[config.mk]
export PLATFORM = sky130hd
export DESIGN_NAME = fragment_to_chunk_flush
export DESIGN_NICKNAME = d
export VERILOG_FILES = /design/src/rtl/fragment_to_chunk_flush.sv
export SDC_FILE = /design/constraint.sdc
export NUM_CORES = 1
export LEC_CHECK = 0
export CAP_MARGIN = 20
export CORE_MARGIN = 5
export CORE_UTILIZATION = 50
export CTS_CLUSTER_DIAMETER = 120
export CTS_CLUSTER_SIZE = 24
export DETAILED_ROUTE_END_ITERATION = 6
export GPL_TIMING_DRIVEN = 0
export PLACE_DENSITY = 0.76
export SYNTH_ARGS = -nofsm -noshare
export SYNTH_HDL_FRONTEND = slang
export SYNTH_SLANG_ARGS = --single-unit
[constraint.sdc]
create_clock -name i_clk -period 4.8 [get_ports i_clk]
set_input_delay 0.96 -clock i_clk [delete_from_list [all_inputs] [get_ports i_clk]]
set_output_delay 0.96 -clock i_clk [all_outputs]
set_load 0.01 [all_outputs]
[src/rtl/fragment_to_chunk_flush.sv]
// Packs variable-size fragments into fixed S_OUT-element chunks; a 'last' fragment flushes a short final chunk.
// Circular element buffer with valid/ready on both sides; upstream is stalled while a frame end is pending.
module fragment_to_chunk_flush #(
  parameter int S_MAX_IN = 4,
  parameter int S_OUT    = 8,
  parameter int BUF_CAP  = 2 * S_OUT,
  parameter type T       = logic
) (
  input  logic                         i_clk,
  input  logic                         i_sync_rst_n,
  input  logic                         i_frag_valid,
  input  logic [$clog2(S_MAX_IN+1)-1:0] i_frag_size,
  input  logic                         i_frag_last,
  input  T [S_MAX_IN-1:0]              i_frag,
  output logic                         o_us_ready,
  input  logic                         i_ds_ready,
  output logic                         o_chunk_valid,
  output T [S_OUT-1:0]                 o_chunk,
  output logic [$clog2(S_OUT+1)-1:0]   o_chunk_size,
  output logic                         o_chunk_last,
  output logic                         o_clip_err
);

  localparam int FSW = $clog2(S_MAX_IN + 1);
  localparam int OSW = $clog2(S_OUT + 1);
  localparam int PW  = (BUF_CAP > 1) ? $clog2(BUF_CAP) : 1;
  localparam int CW  = $clog2(BUF_CAP + 1);
  localparam logic [PW+1:0] CAP_P = (PW+2)'(BUF_CAP);

  if (S_MAX_IN < 1) begin : g_chk_in
    $error("S_MAX_IN must be >= 1");
  end
  if (S_OUT < S_MAX_IN) begin : g_chk_out
    $error("S_OUT must be >= S_MAX_IN");
  end
  if (BUF_CAP < S_OUT + S_MAX_IN) begin : g_chk_cap
    $error("BUF_CAP must be >= S_OUT + S_MAX_IN");
  end

  logic [PW-1:0]  rd_ptr_q, rd_ptr_d, wr_ptr_q, wr_ptr_d;
  logic [CW-1:0]  cnt_q, cnt_d;
  logic           last_pend_q, last_pend_d;
  logic           clip_err_q, clip_err_d;
  T               mem_q [BUF_CAP];
  T               mem_d [BUF_CAP];

  logic           push, pop, clip;
  logic [FSW-1:0] sz;
  logic [OSW-1:0] out_sz;

  // base < BUF_CAP and off <= BUF_CAP, so one conditional subtract wraps correctly
  function automatic logic [PW-1:0] wrap_add(input logic [PW-1:0] base, input logic [PW:0] off);
    logic [PW+1:0] s;
    s = {2'b00, base} + {1'b0, off};
    if (s >= CAP_P) s = s - CAP_P;
    return PW'(s);
  endfunction

  always_comb begin
    clip          = i_frag_size > FSW'(S_MAX_IN);
    sz            = clip ? FSW'(S_MAX_IN) : i_frag_size;
    out_sz        = (cnt_q >= CW'(S_OUT)) ? OSW'(S_OUT) : OSW'(cnt_q);
    o_us_ready    = i_sync_rst_n && !last_pend_q && ((CW'(BUF_CAP) - cnt_q) >= CW'(S_MAX_IN));
    o_chunk_valid = i_sync_rst_n && ((cnt_q >= CW'(S_OUT)) || last_pend_q);
    o_chunk_size  = i_sync_rst_n ? out_sz : '0;
    o_chunk_last  = i_sync_rst_n && last_pend_q && (cnt_q <= CW'(S_OUT));
    o_clip_err    = i_sync_rst_n && clip_err_q;
    push          = i_frag_valid && o_us_ready;
    pop           = o_chunk_valid && i_ds_ready;
  end

  always_comb begin
    for (int k = 0; k < S_OUT; k++) begin
      o_chunk[k] = (OSW'(k) < o_chunk_size) ? mem_q[wrap_add(rd_ptr_q, (PW+1)'(k))] : '0;
    end
  end

  always_comb begin
    mem_d       = mem_q;
    wr_ptr_d    = wr_ptr_q;
    rd_ptr_d    = rd_ptr_q;
    last_pend_d = last_pend_q;
    clip_err_d  = clip_err_q | (push & clip);
    if (push) begin
      for (int k = 0; k < S_MAX_IN; k++) begin
        if (FSW'(k) < sz) mem_d[wrap_add(wr_ptr_q, (PW+1)'(k))] = i_frag[k];
      end
      wr_ptr_d = wrap_add(wr_ptr_q, (PW+1)'(sz));
    end
    if (pop) rd_ptr_d = wrap_add(rd_ptr_q, (PW+1)'(out_sz));
    // pop and push never both touch last_pend: a push requires it to be clear
    if (pop && o_chunk_last) last_pend_d = 1'b0;
    if (push && i_frag_last) last_pend_d = 1'b1;
    cnt_d = cnt_q + (push ? CW'(sz) : '0) - (pop ? CW'(out_sz) : '0);
  end

  always_ff @(posedge i_clk) begin
    if (!i_sync_rst_n) begin
      rd_ptr_q    <= '0;
      wr_ptr_q    <= '0;
      cnt_q       <= '0;
      last_pend_q <= 1'b0;
      clip_err_q  <= 1'b0;
    end else begin
      rd_ptr_q    <= rd_ptr_d;
      wr_ptr_q    <= wr_ptr_d;
      cnt_q       <= cnt_d;
      last_pend_q <= last_pend_d;
      clip_err_q  <= clip_err_d;
    end
  end

  always_ff @(posedge i_clk) begin
    mem_q <= mem_d;
  end

endmodule

After elaboration in Yosys (flattened, before gate mapping) --
Cells that the tools add are included.
Word-level totals: register bits 31, output and inout port bits 16, input port bits 12, word-level logic and storage cells 207
Operators by class: $lt $le $gt $ge 46, bitwise logic cells 14, reductions and logical operators 17, multiplexer cells 80, $add $sub $neg 29
Operators with widths (number):
- $ge 5x5->1 const B | 24
- $mux 16 | 7
- $mux 4 | 25
- $bwmux 16 | 4
- $not 4->5 | 12
- $sub 4x1->4 const B | 14
- $bmux 1 s4 | 8
- $mux 1 | 30
- $add 4x2->5 const B | 4
- $add 4x3->5 const B | 4
- $lt 5x1->1 const B | 4
- $demux 1 s4 | 4
- $lt 3x4->1 const A | 4
- $logic_and 1x1->1 | 14
- $add 4x1->5 const B | 2
- $ge 4x5->1 const B | 2
- $lt 1x4->1 const A | 2
- $lt 2x4->1 const A | 2
- $lt 1x3->1 const A | 2
- $lt 2x3->1 const A | 2
- $mux 3 | 2
- $add 4x3->5 | 1
- $add 4x4->5 | 1
- $add 5x3->5 | 1
- 11 further kinds | 11

Depth between registers and ports, before layout --
depth in word-level cells 21, depth in mapped cells 14, mapped depth without buffers 12

Least setup slack after synthesis --
Ideal clock, no wire load.
path type input-to-reg, start in i_sync_rst_n, end reg cnt_q[4], setup time 0.115 ns, path buffers 1, data arrival time 3.585 ns, required time 4.685 ns, slack 1.100 ns, cell stages on the path 12, cell sequence nand2b_1 > a221oi_1 > and2_1 > buf_2 > nand2_1 > fa_1 > inv_1 > fa_1 > a21o_1 > a21oi_1 > xnor2_1 > and2_1
On the way: word-level cells in the longest chain between the ends 6, elaborated cells on any way between the ends 9, those cells by class add/sub: 2; mux: 2; reduce/logical: 5
RTL lines:
- from (decl) | RTL line 10 | input logic i_sync_rst_n,
- $logic_and 1x1->1 (2 in a row) | RTL line 63 | o_us_ready = i_sync_rst_n && !last_pend_q && ((CW'(BUF_CAP) - cnt_q) >= CW'(S_MAX_IN));
- named net o_us_ready | RTL line 15 | output logic o_us_ready,
- $logic_and 1x1->1 | RTL line 68 | push = i_frag_valid && o_us_ready;
- $mux 3 | RTL line 94 | cnt_d = cnt_q + (push ? CW'(sz) : '0) - (pop ? CW'(out_sz) : '0);
- $add 5x3->5 | RTL line 94
- $sub 5x4->5 | RTL line 94
- to (signal assigned) | RTL line 107 | cnt_q <= cnt_d;
- to (decl) | RTL line 41 | logic [CW-1:0] cnt_q, cnt_d;
The timed path passes the listed nets, and every way through them passes these cells. A chain may end at the register's enable or synchronous reset.

==> metrics.txt <==
effective utilization at floorplan 50.6%; CP Launch Type flop; Remaining Overflow, GRT 0; RSZ-0062 raised after global routing no; critical path required time around 3.8 ns; mean post-synth cell area 8.83 um^2; PD cells 345 nW/um^2; Synth warnings 0; vias in the first global route between 3,000 and 4,000; CTS tree built; commonest non-fill, non-tap cells in the layout 40 x nand2_1, 37 x nor2_1, 26 x clkdlybuf4s50_1, 21 x ha_1; die height about 95 um; postcts setup bufs 0; first-pass GRT wire length around 17,000 um; Via density between 6 and 7; Vias about 3,500; Worst-path clk slew approximately 0.08 ns; Worst Reg-to-Reg Cells 13; layout cells sized above 1 under 10%; DRT Pass-1 Iters 6; HP Class flop to flop; CP Max Fanout 10; Routed WL per cell between 15 and 20 um; CP max stage delay 0.59 ns; CTS Buffer Depth 2; detailed placement HPWL a little over 8000 um; status completed; worst path cell trace buf_6 > buf_4 > inv_1 > ha_1 > buf_6 > mux4_1 > mux4_1 > and3_1 > clkdlybuf4s50_1; number of synthesized register bits 31; max cap viols 0; synthesized area around 3600 um^2; Clock Skew roughly 0.009 ns; Static Leakage approximately 1.5 nW; clock share of power 15.0%; Sw Share 43.4%; total clock sinks 31; Die ar. approximately 9000 um^2; register area share after synthesis a little over a fifth; drt drc 0; drt first-iter violations 260; port bufs 26; ANT cells 0; final wirelength roughly 10,000 um; num rows 31; CP Data Arrival Time roughly 3.6 ns; core area a little over 7000 um^2; most common cell after layout, fill and taps aside nand2_1; clock latency on the worst-skew pair around 0.29 ns; antenna violations before repair 0; die width 95.0 um; critical path class flop to output port; Seq pwr share roughly 28%; hold-fix buffers at CTS 0; combinational share of power 57.4%; setup TNS 0 ns; Main synth FF type edfxtp_1; endpoints failing hold 0; final setup violation count 0; Final Slew Violations 0; worst vdd ir about 0.23 mV; fin crit period ~4.6 ns; Tcrit/Tclk final 94.9%; sw power 0.613 mW; Post-synth ARST share 0%; syn_nets between 400 and 500; Area after DPL around 4000 um^2; Netlist cell types between 50 and 60; Post-synth EDFFs 16; Final Cell Area 4090 um^2; Syn Inst Count ~410; Fmax approximately 220 MHz; Final nets 480; Slowest-stage cell, CP mux4_1; largest net degree at the start of global routing 26; I/O pins 28; post-synthesis to final-layout area growth 13.1%; Hold Path Depth 2; Num CTS Buffers 5; htree depth 2; worst-margin pin slew between 0.8 and 0.9 ns; antenna-violating nets left 0; relative slew slack between 40% and 50%; total track usage roughly 24%; endpoint type of the worst setup path output port; Final Wtd Congestion 1.03; Int Power between 0.7 and 0.8 mW; Root Buffer clkbuf_8
==> through the flow <==
step	worst slack (ns)	cells	util [%]	power (mW)	hold slack, ns
2_1_floorplan	1.10	409	-	0.957	0.542
3_3_place_gp	0.254	534	56.0	1.18	0.542
3_5_place_dp	0.218	534	56.0	1.20	0.559
4_1_cts	0.0893	542	57.2	1.41	0.580
5_1_grt	0.108	542	57.2	1.51	0.644
6_report	0.244	542	57.2	1.41	0.577
==> path summary, 6_finish.rpt <==
path / from / end / slack [ns]
max: rd_ptr_q[0] / o_chunk[5] / 0.24
min: clip_err_q / clip_err_q / 0.58
max reg2reg: cnt_q[1] / cnt_q[4] / 1.08
min reg2reg: clip_err_q / clip_err_q / 0.58
==> critical path: cells and delay by family, from the launching register on <==
kind                     cells  cell delay [ns]
buffers and inverters        5             1.09
multiplexers                 2             1.17
flip-flops                   1             0.52
adder cells (fa/ha/maj)      1             0.29
AND/OR/NAND/NOR              1             0.21
==> flip-flops by register name (all words and copies together) (netlist names) <==
signal	cells
mem_q	16
cnt_q	5
rd_ptr_q	4
wr_ptr_q	4
clip_err_q	1
last_pend_q	1
==> metal layers <==
| layer | vias to the layer above | track usage, % | wire length, um |
|---|---|---|---|
| met2 | 176 | 41.3 | 4990 |
| li1 | 1626 | - | - |
| met5 | - | 0 | 0 |
| met3 | 42 | 3.24 | 843 |
| met4 | 0 | 9.74 | 387 |
| met1 | 1641 | 31.1 | 4190 |
==> area by class of cell <==
type                       instances  area [um^2]
sequential                        31          781
clock inverter                     3         17.5
fill                             664         3050
buffer                            25          126
clock buffer                       5         68.8
tap                               99          124
inverter                          18         67.6
multi-input combinational        335         2640
timing repair buffer              26          260
==> synthesized netlist by cell type, types with 3 or more instances <==
cell      instances  area share (%)
ha_1             21             7.3
nand2b_1          7             1.2
xnor2_1          12             2.9
nor4_1            6             1.0
nand3_1           6            0.83
a22oi_1          13             2.7
mux2i_1           6             1.7
buf_2            10             1.4
inv_1            17             1.8
a21o_1            4            0.83
fa_1              5             2.8
nor2_1           37             3.8
and3_1            8             1.4
o21ai_0          16             2.2
nor2b_1           9             1.6
a31oi_1          10             1.7
xor2_1            8             1.9
a221oi_1          5             1.2
a32oi_1           6             1.5
edfxtp_1         16              13
clkbuf_1         10             1.0
dfxtp_1          15             8.3
a21oi_1          17             2.4
mux2_2            5             1.6
and2_1           15             2.6
o22ai_1           9             1.6
mux4_1           11             8.0
mux4_2           10             6.2
nand2_1          40             4.2
or3_1             3            0.52
o31ai_1           3            0.62
o21a_1            4            0.83
a211oi_1          6             1.2
nor3_1           13             1.8
o221ai_1          3            0.73
==> kinds of logic (layout without fill, tap and decap cells) <==
family	count (synthesis)	count (layout)	share of synthesized area [%]
AOI/OAI and AO/OA	110	110	21.2
xor gates and xnor gates	20	20	4.85
adders and majority gates	26	26	10.0
buffers and inverters	43	77	5.33
DFF	31	31	21.6
muxes	32	32	17.5
and+or+nand+nor	147	147	19.5
==> power groups by stage <==
stage,Clock [mW],Sequential [mW],Combinational (mW)
after floorplan,0,0.375,0.582
after global placement,0,0.391,0.785
after detailed placement,0,0.395,0.801
after CTS,0.215,0.389,0.804
after global routing,0.225,0.398,0.892
final,0.211,0.390,0.810
==> what timing repair did <==
action                                  4_1_cts  5_1_grt
endpoints found under the hold margin         0        0
endpoints found under the setup margin        0        2
gates resized for setup                       0        2
No activity file was read; power rests on OpenSTA's default activity.
